`config.mk`:
```
export PLATFORM = sky130hd
export DESIGN_NAME = sha256_bus_responder_flat
export DESIGN_NICKNAME = d
export VERILOG_FILES = /design/src/rtl/sha256_bus_responder_if.sv /design/src/rtl/sha256_bus_responder.sv /design/src/flat_wrapper.sv
export SDC_FILE = /design/constraint.sdc
export NUM_CORES = 2
export LEC_CHECK = 0
export ABC_AREA = 1
export BUFFER_PORTS_ARGS = -buffer_cell sky130_fd_sc_hd__buf_2
export CAP_MARGIN = 0
export CORE_AREA = 2 2 327 329
export DETAILED_ROUTE_END_ITERATION = 6
export DIE_AREA = 0 0 329 331
export PLACE_DENSITY = 0.61
export SLEW_MARGIN = 20
export SYNTH_ARGS = -nofsm -noshare
export SYNTH_HDL_FRONTEND = slang
export SYNTH_SLANG_ARGS = --single-unit
```
`constraint.sdc`:
```
create_clock -name clk -period 2.1 [get_ports clk]
set_input_delay 0.63 -clock clk [delete_from_list [all_inputs] [get_ports clk]]
set_output_delay 0.63 -clock clk [all_outputs]
set_load 0.005 [all_outputs]
```
`src/rtl/sha256_bus_responder_if.sv`:
```
// Register-bus bundle between a bus initiator and sha256_bus_responder:
// one access per cycle while cs is high, registered read_data/error response.
interface sha256_bus_responder_if;
   logic        cs;
   logic        we;
   logic [7:0]  address;
   logic [31:0] write_data;
   logic [31:0] read_data;
   logic        error;

   modport master (
      output cs, we, address, write_data,
      input  read_data, error
   );

   modport slave (
      input  cs, we, address, write_data,
      output read_data, error
   );
endinterface

```
`src/rtl/sha256_bus_responder.sv`:
```
// Register-bus front end for the SHA-256 core: block/digest registers, init/next pulses, status.
// Optional macro SHA_BUS_WRITE_LOCK_EN: reject BLOCKn writes while an operation is in flight.
module sha256_bus_responder (
   input  logic                    clk,
   input  logic                    reset,
   sha256_bus_responder_if.slave   bus,
   output logic                    core_init,
   output logic                    core_next,
   output logic [511:0]            core_block,
   input  logic                    core_ready,
   input  logic [255:0]            core_digest,
   input  logic                    core_digest_valid
);

   localparam logic [31:0] CORE_NAME0   = 32'h73686132;
   localparam logic [31:0] CORE_NAME1   = 32'h2d323536;
   localparam logic [31:0] CORE_VERSION = 32'h00000001;
   localparam logic [7:0]  ADDR_CTRL    = 8'h08;
   localparam logic [7:0]  ADDR_STATUS  = 8'h09;

   typedef enum logic [1:0] {
      ST_IDLE     = 2'd0,
      ST_WAIT_ACK = 2'd1,
      ST_BUSY     = 2'd2
   } state_e;

   state_e      state_q, state_d;
   logic        valid_q, valid_d;
   logic [31:0] block_q  [16];
   logic [31:0] block_d  [16];
   logic [31:0] digest_q [8];
   logic [31:0] digest_d [8];
   logic [31:0] read_data_q, read_data_d;
   logic        error_q, error_d;
   logic        core_init_q, core_init_d;
   logic        core_next_q, core_next_d;

   logic        is_ident;
   logic        is_block;
   logic        is_digest;

   function automatic logic [31:0] ident_word(input logic [1:0] idx);
      case (idx)
         2'd0:    ident_word = CORE_NAME0;
         2'd1:    ident_word = CORE_NAME1;
         2'd2:    ident_word = CORE_VERSION;
         default: ident_word = 32'd0;
      endcase
   endfunction

   assign is_ident  = (bus.address < 8'd3);
   assign is_block  = (bus.address[7:4] == 4'h1);
   assign is_digest = (bus.address[7:3] == 5'h04);

   // Bus decode, command issue and operation tracking.
   always_comb begin
      state_d     = state_q;
      valid_d     = valid_q;
      block_d     = block_q;
      digest_d    = digest_q;
      read_data_d = read_data_q;
      error_d     = 1'b0;
      core_init_d = 1'b0;
      core_next_d = 1'b0;

      if (bus.cs && !bus.we) begin
         if (is_ident) begin
            read_data_d = ident_word(bus.address[1:0]);
         end else if (bus.address == ADDR_CTRL) begin
            read_data_d = 32'd0;
         end else if (bus.address == ADDR_STATUS) begin
            // Ready comes from our own FSM so a poll right after a command never sees stale ready.
            read_data_d = {30'd0, valid_q, (state_q == ST_IDLE)};
         end else if (is_block) begin
            read_data_d = block_q[bus.address[3:0]];
         end else if (is_digest) begin
            read_data_d = digest_q[bus.address[2:0]];
         end else begin
            read_data_d = 32'd0;
            error_d     = 1'b1;
         end
      end else if (bus.cs && bus.we) begin
         if (bus.address == ADDR_CTRL) begin
            if (state_q == ST_IDLE) begin
               if (bus.write_data[0]) begin
                  core_init_d = 1'b1;
               end else if (bus.write_data[1]) begin
                  core_next_d = 1'b1;
               end else begin
                  core_init_d = 1'b0;
               end
            end else begin
               error_d = 1'b1;
            end
         end else if (is_block) begin
`ifdef SHA_BUS_WRITE_LOCK_EN
            if (state_q != ST_IDLE) begin
               error_d = 1'b1;
            end else begin
               block_d[bus.address[3:0]] = bus.write_data;
            end
`else
            block_d[bus.address[3:0]] = bus.write_data;
`endif
         end else begin
            error_d = 1'b1;
         end
      end else begin
         read_data_d = read_data_q;
      end

      case (state_q)
         ST_IDLE: begin
            if (core_init_d || core_next_d) begin
               state_d = ST_WAIT_ACK;
               valid_d = 1'b0;
            end else begin
               state_d = ST_IDLE;
            end
         end
         ST_WAIT_ACK: begin
            if (!core_ready) begin
               state_d = ST_BUSY;
            end else begin
               state_d = ST_WAIT_ACK;
            end
         end
         ST_BUSY: begin
            if (core_ready) begin
               state_d = ST_IDLE;
               if (core_digest_valid) begin
                  for (int i = 0; i < 8; i++) begin
                     digest_d[i] = core_digest[255 - 32*i -: 32];
                  end
                  valid_d = 1'b1;
               end else begin
                  valid_d = valid_q;
               end
            end else begin
               state_d = ST_BUSY;
            end
         end
         default: begin
            state_d = ST_IDLE;
         end
      endcase
   end

   // State and output registers with synchronous reset.
   always_ff @(posedge clk) begin
      if (reset) begin
         state_q     <= ST_IDLE;
         valid_q     <= 1'b0;
         read_data_q <= 32'd0;
         error_q     <= 1'b0;
         core_init_q <= 1'b0;
         core_next_q <= 1'b0;
         for (int i = 0; i < 16; i++) begin
            block_q[i] <= 32'd0;
         end
         for (int i = 0; i < 8; i++) begin
            digest_q[i] <= 32'd0;
         end
      end else begin
         state_q     <= state_d;
         valid_q     <= valid_d;
         read_data_q <= read_data_d;
         error_q     <= error_d;
         core_init_q <= core_init_d;
         core_next_q <= core_next_d;
         for (int i = 0; i < 16; i++) begin
            block_q[i] <= block_d[i];
         end
         for (int i = 0; i < 8; i++) begin
            digest_q[i] <= digest_d[i];
         end
      end
   end

   // Block registers packed word0-first onto the core's wide port.
   always_comb begin
      core_block = 512'd0;
      for (int i = 0; i < 16; i++) begin
         core_block[511 - 32*i -: 32] = block_q[i];
      end
   end

   assign bus.read_data = read_data_q;
   assign bus.error     = error_q;
   assign core_init     = core_init_q;
   assign core_next     = core_next_q;

endmodule
```
`src/flat_wrapper.sv`:
```
// flat-port wrapper written by rule: the top's interface ports become plain ports
module sha256_bus_responder_flat 
  (clk, reset, core_init, core_next, core_block, core_ready, core_digest, core_digest_valid, bus_cs, bus_we, bus_address, bus_write_data, bus_read_data, bus_error);
  sha256_bus_responder_if bus_i ();
  input  logic clk;
  input  logic reset;
  output logic core_init;
  output logic core_next;
  output logic [511:0] core_block;
  input  logic core_ready;
  input  logic [255:0] core_digest;
  input  logic core_digest_valid;
  input wire logic [$bits(bus_i.cs)-1:0] bus_cs;
  input wire logic [$bits(bus_i.we)-1:0] bus_we;
  input wire logic [$bits(bus_i.address)-1:0] bus_address;
  input wire logic [$bits(bus_i.write_data)-1:0] bus_write_data;
  output wire logic [$bits(bus_i.read_data)-1:0] bus_read_data;
  output wire logic [$bits(bus_i.error)-1:0] bus_error;
  assign bus_i.cs = bus_cs;
  assign bus_i.we = bus_we;
  assign bus_i.address = bus_address;
  assign bus_i.write_data = bus_write_data;
  assign bus_read_data = bus_i.read_data;
  assign bus_error = bus_i.error;
  sha256_bus_responder u_core (.clk(clk), .reset(reset), .bus(bus_i), .core_init(core_init), .core_next(core_next), .core_block(core_block), .core_ready(core_ready), .core_digest(core_digest), .core_digest_valid(core_digest_valid));
endmodule
```
== Word level (Yosys, flattened, before mapping) ==
Cells that the tools add are included.
Storage, ports and cells
  register bits after elaboration: 806
  input bits: 302
  output and inout port bits: 547
  word-level logic and storage cells: 104
Cells by class
  magnitude comparators: 4
  equality and inequality tests: 11
  mux-type cells: 44
  bitwise logic cells: 4
  reduce and logical (&&, ||, !) cells: 11
Operators with widths (number)
  bitwise mux 512 bit: 1
  2-to-1 mux 32 bit: 10
  binary-select mux 32 bit (select 4 bit): 1
  demux 32 bit (select 4 bit): 1
  binary-select mux 32 bit (select 3 bit): 1
  case mux 31 bit (3 select lines): 1
  2-to-1 mux 1 bit: 25
  == test 8 x 4 -> 1 bit (second input constant): 2
  < comparator 8 x 2 -> 1 bit (second input constant): 1
  AND reduction 4 bit: 2
  != test 2 bit (second input constant): 3
  case mux 2 bit (3 select lines): 1
  == test 5 x 3 -> 1 bit (second input constant): 1
  greater-or-equal comparator 5 bit (second input constant): 1
  < comparator 5 x 1 -> 1 bit (second input constant): 1
  inverter 4 -> 5 bit: 1
  == test 2 x 1 -> 1 bit (second input constant): 2
  == test 2 bit (second input constant): 2
  == test 4 x 1 -> 1 bit (second input constant): 1
  greater-or-equal comparator 4 bit (second input constant): 1
  zero test 2 bit: 2
  2-to-1 mux 2 bit: 2
  inverter 3 -> 4 bit: 1
  logical AND 1 bit: 3
  other kinds (6): 7

== Logic depth before layout (Yosys ltp) ==
  depth in word-level cells: 9
  depth in mapped cells: 13
  mapped depth without buffers: 11

== Worst setup path after synthesis ==
Ideal clock, no wire load.
  path kind: input-to-reg
  start: input bus_address[7]
  end: register u_core.block_q, in the netlist u_core.core_block[10]
  library setup time: 119 ps
  arrival time: 1836 ps
  required time: 1981 ps
  slack: 144 ps
  cell stages on the path: 10
  buffers on the path: 2
  cell sequence: inv_1 -> nand2_1 -> nor3_4 -> inv_2 -> nor2_4 -> buf_6 -> nand3_4 -> buf_2 -> o21ai_1 -> a21oi_1
On the way
  longest elaborated chain between the ends: 3
  elaborated cells on any way between the ends: 4
  classes of those cells: 2 x eq/ne; 1 x bitwise; 1 x reduce/logical
RTL lines
  start, declared: line flat_wrapper.sv:15  | input wire logic [$bits(bus_i.address)-1:0] bus_address;
  == test 8 x 4 -> 1 bit: line sha256_bus_responder.sv:83  | if (bus.address == ADDR_CTRL) begin
  inverter 1 bit (no line)
  AND reduction 4 bit (no line) (*)
  end signal, assigned by index: line sha256_bus_responder.sv:172  | block_q[i] <= block_d[i];
  end, declared: line sha256_bus_responder.sv:29  | logic [31:0] block_q [16];
Mark *: on every way between the ends. The rest lies on a longest branch, timed or not.
A chain may end at the register's enable or synchronous reset.

== Final worst setup path ==
  start: register u_core.read_data_q[21] (netlist: u_core.bus.read_data[21])
  end: output bus_read_data[21]
RTL lines
  start, declared: line sha256_bus_responder.sv:33  | logic [31:0] read_data_q, read_data_d;
  start signal, assigned: line sha256_bus_responder.sv:167  | read_data_q <= read_data_d;
  end, declared: line flat_wrapper.sv:17  | output wire logic [$bits(bus_i.read_data)-1:0] bus_read_data;
No word-level cell between the ends.

==> out/qor.yml <==
global_routing:
  grt_pass1_wl_um: 245000
  grt_overflow: 0
  antenna_found_initial: 16
  track_usage: 0.311
  grt_max_degree: 102
  grt_pass1_vias: 34600
synthesis:
  ys_seq_area_frac: 0.467
  yosysTopAreaCell: "dfxtp_1"
  syn-num-nets: 5281
  avgSynthCellArea_um2: 6.94
  synthMuxAreaShare: 0
  synthSimpleGateAreaFrac: 0.209
  synth_adder_area_share: 0
  synthesis.area_mm2: 0.0346
  yosys-top-cells-area: "dfxtp_1, o21ai_0, nor2_1"
  syn_inst: 4979
  yosysWarnings: 0
  yosysTopAreaCellShare: 0.467
  synth_top_family_by_area: "compound AO/OA/AOI/OAI gates"
  ys_ff_latch: 806
  synth_compound_area_frac: 0.226
  yosys.cell_types.count: 32
  synth-xor-area-share: 0
place:
  dp_hpwl_um: 137000
  pre_cts_ws_ps: -644
  place_congestion: 0.935
  place_inst: 7153
  placed_cell_area_mm2: 0.0425
  port_buffers: 848
setup_path:
  crit_chain: "buf_2"
  cp.required_ps: 1470
  crit_arrival_ps: 1460
  worst-path-buf-inv: 1
  critPathMaxFanout: 2
  critPathKind: "reg2out"
  reg2reg_slack_ps: 200
  slowest_stage: "dfxtp_1"
  crit_path_start_kind: "flip-flop"
  end_kind: "primary output"
  cp_top_family: "flip-flops"
  slowest_delay_ps: 550
clocking:
  path_clk_slew_ps: 60
  max-clock-path-buffers: 3
  cts_buffers: 91
  cts_max_level: 3
  cts-root-buf: "clkbuf_16"
  cts_tree: "yes"
  cts.sinks: 806
  post_cts_buffers: 0
  insertion_delay_ps: 680
sta:
  worstMarginPinSlew_ps: 727
  worst_slack_ps: 12.2
  whs_ps: 185
  clock_skew_ps: 28.8
  fmax_mhz: 479
  layout_min_cycle_time_ps: 2090
  rsz0062_at_grt: "no"
  maxSlewHeadroom: 0.515
  finalSetupTns_ps: 0
  setup_violations: 0
  hold_violations: 0
  period_share: 0.994
  maxSlewViolCount: 0
cells_and_area:
  fin_nets: 6157
  design_area_mm2: 0.0455
  final_common_cell: "nor2_1"
  final.fill_count: 11100
  area_growth_pct: 31.6
  drive_gt1_frac: 0.229
  finalNonFillerCells: 7319
  final_cell_mix: "nor2_1, buf_2, dfxtp_1, nand2_1, o21ai_0"
floorplan:
  core_area_mm2: 0.105
  rows: 119
  fp.dieH_um: 331
  io_pins: 849
  start_util: 0.329
  dieArea_mm2: 0.109
  die_x_um: 329
detailed_routing:
  wl_per_cell_um: 24.2
  drtIter0Drc: 3339
  vias: 37331
  avgViaCountPerCell: 5.10
  detail-route-antenna-nets: 0
  dr.pass1.iters: 6
  routed_wirelength_um: 177000
  post-route-drc-count: 0
power:
  p_leak_nw: 19.4
  peakVddDrop_mv: 0.551
  power_density_mw_per_mm2: 751
run_status:
  outcome: "completed"
hold_path:
  hold_class: "in2reg"
flow_run:
  cap_violations: 0
## power breakdown
| group | total [mW] | switching, mW | internal (mW) |
|---|---|---|---|
| clock network | 16.4 | 6.85 | 9.51 |
| logic | 2.43 | 1.61 | 0.825 |
| registers | 15.4 | 0.0440 | 15.3 |
| total | 34.2 | 8.50 | 25.7 |
## flip-flops by register name (all words and copies together) (netlist names)
name,cells
u_core.bus.read_data,32
u_core.valid_q,1
u_core.core_block,512
u_core.bus.error,1
u_core.core_next,1
u_core.core_init,1
u_core.digest_q,256
u_core.state_q,2
## final timing paths
check,from,end,cells after the start
setup / recovery,u_core.bus.read_data[21]$_SDFFE_PP0N_,bus_read_data[21],1
hold reg to reg,u_core.digest_q[1]$_SDFFE_PP0P_,u_core.digest_q[1]$_SDFFE_PP0P_,2
setup reg to reg,u_core.state_q[1]$_SDFF_PP0_,u_core.digest_q[255]$_SDFFE_PP0P_,7
hold / removal,core_ready,u_core.state_q[1]$_SDFF_PP0_,2
## cell usage after synthesis, drive strengths merged
cell and n:
a21oi 487, a22oi 59, buf 160, clkbuf 234
clkinv 1, dfxtp 806, inv 460, nand2 793
nand2b 1, nand3 87, nand4 59, nor2 855
nor3 5, nor4 2, o2111ai 2, o211a 1
o211ai 12, o21ai 933, o221ai 1, o22ai 21
## through the flow
step	util	power, mW
2_1_floorplan	-	16.7
3_3_place_gp	0.405	18.1
3_5_place_dp	0.405	18.1
4_1_cts	0.433	34.4
5_1_grt	0.433	35.1
6_report	0.434	34.2
## cell type report
cell class	instances	area (um2)	share of cell area
clock buffer	132	2650	0.0583
antenna	4	10.0	0.000220
inverter	461	1750	0.0385
multi-input combinational	3318	15100	0.332
clock inverter	30	359	0.00789
tap	1391	1740	0.0382
timing repair buffer	1177	7770	0.171
sequential	806	16100	0.355
## kinds of logic (layout without fill, tap and decap cells)
logic type             after synthesis  count (layout)
buffers and inverters              855            1800
AO/OA/AOI/OAI                     1516            1516
other                                0               4
AND/OR/NAND/NOR                   1802            1802
flip-flops                         806             806
## layer usage
metal  share of wire  vias to the layer above  wire length [um]  GRT usage
met3           0.076                      358             13400     0.0652
met2            0.49                     1571             86500      0.545
met1            0.38                    17451             67600      0.359
met5         0.00020                        -                35          0
li1                -                    17945                 -          -
met4           0.054                        6              9610      0.153
## repair_timing
action                     4_1_cts  5_1_grt
resized for setup                0        5
hold buffers                     0        0
setup endpoints to repair        0       10
Note: power is estimated with default switching activity, not from simulation.
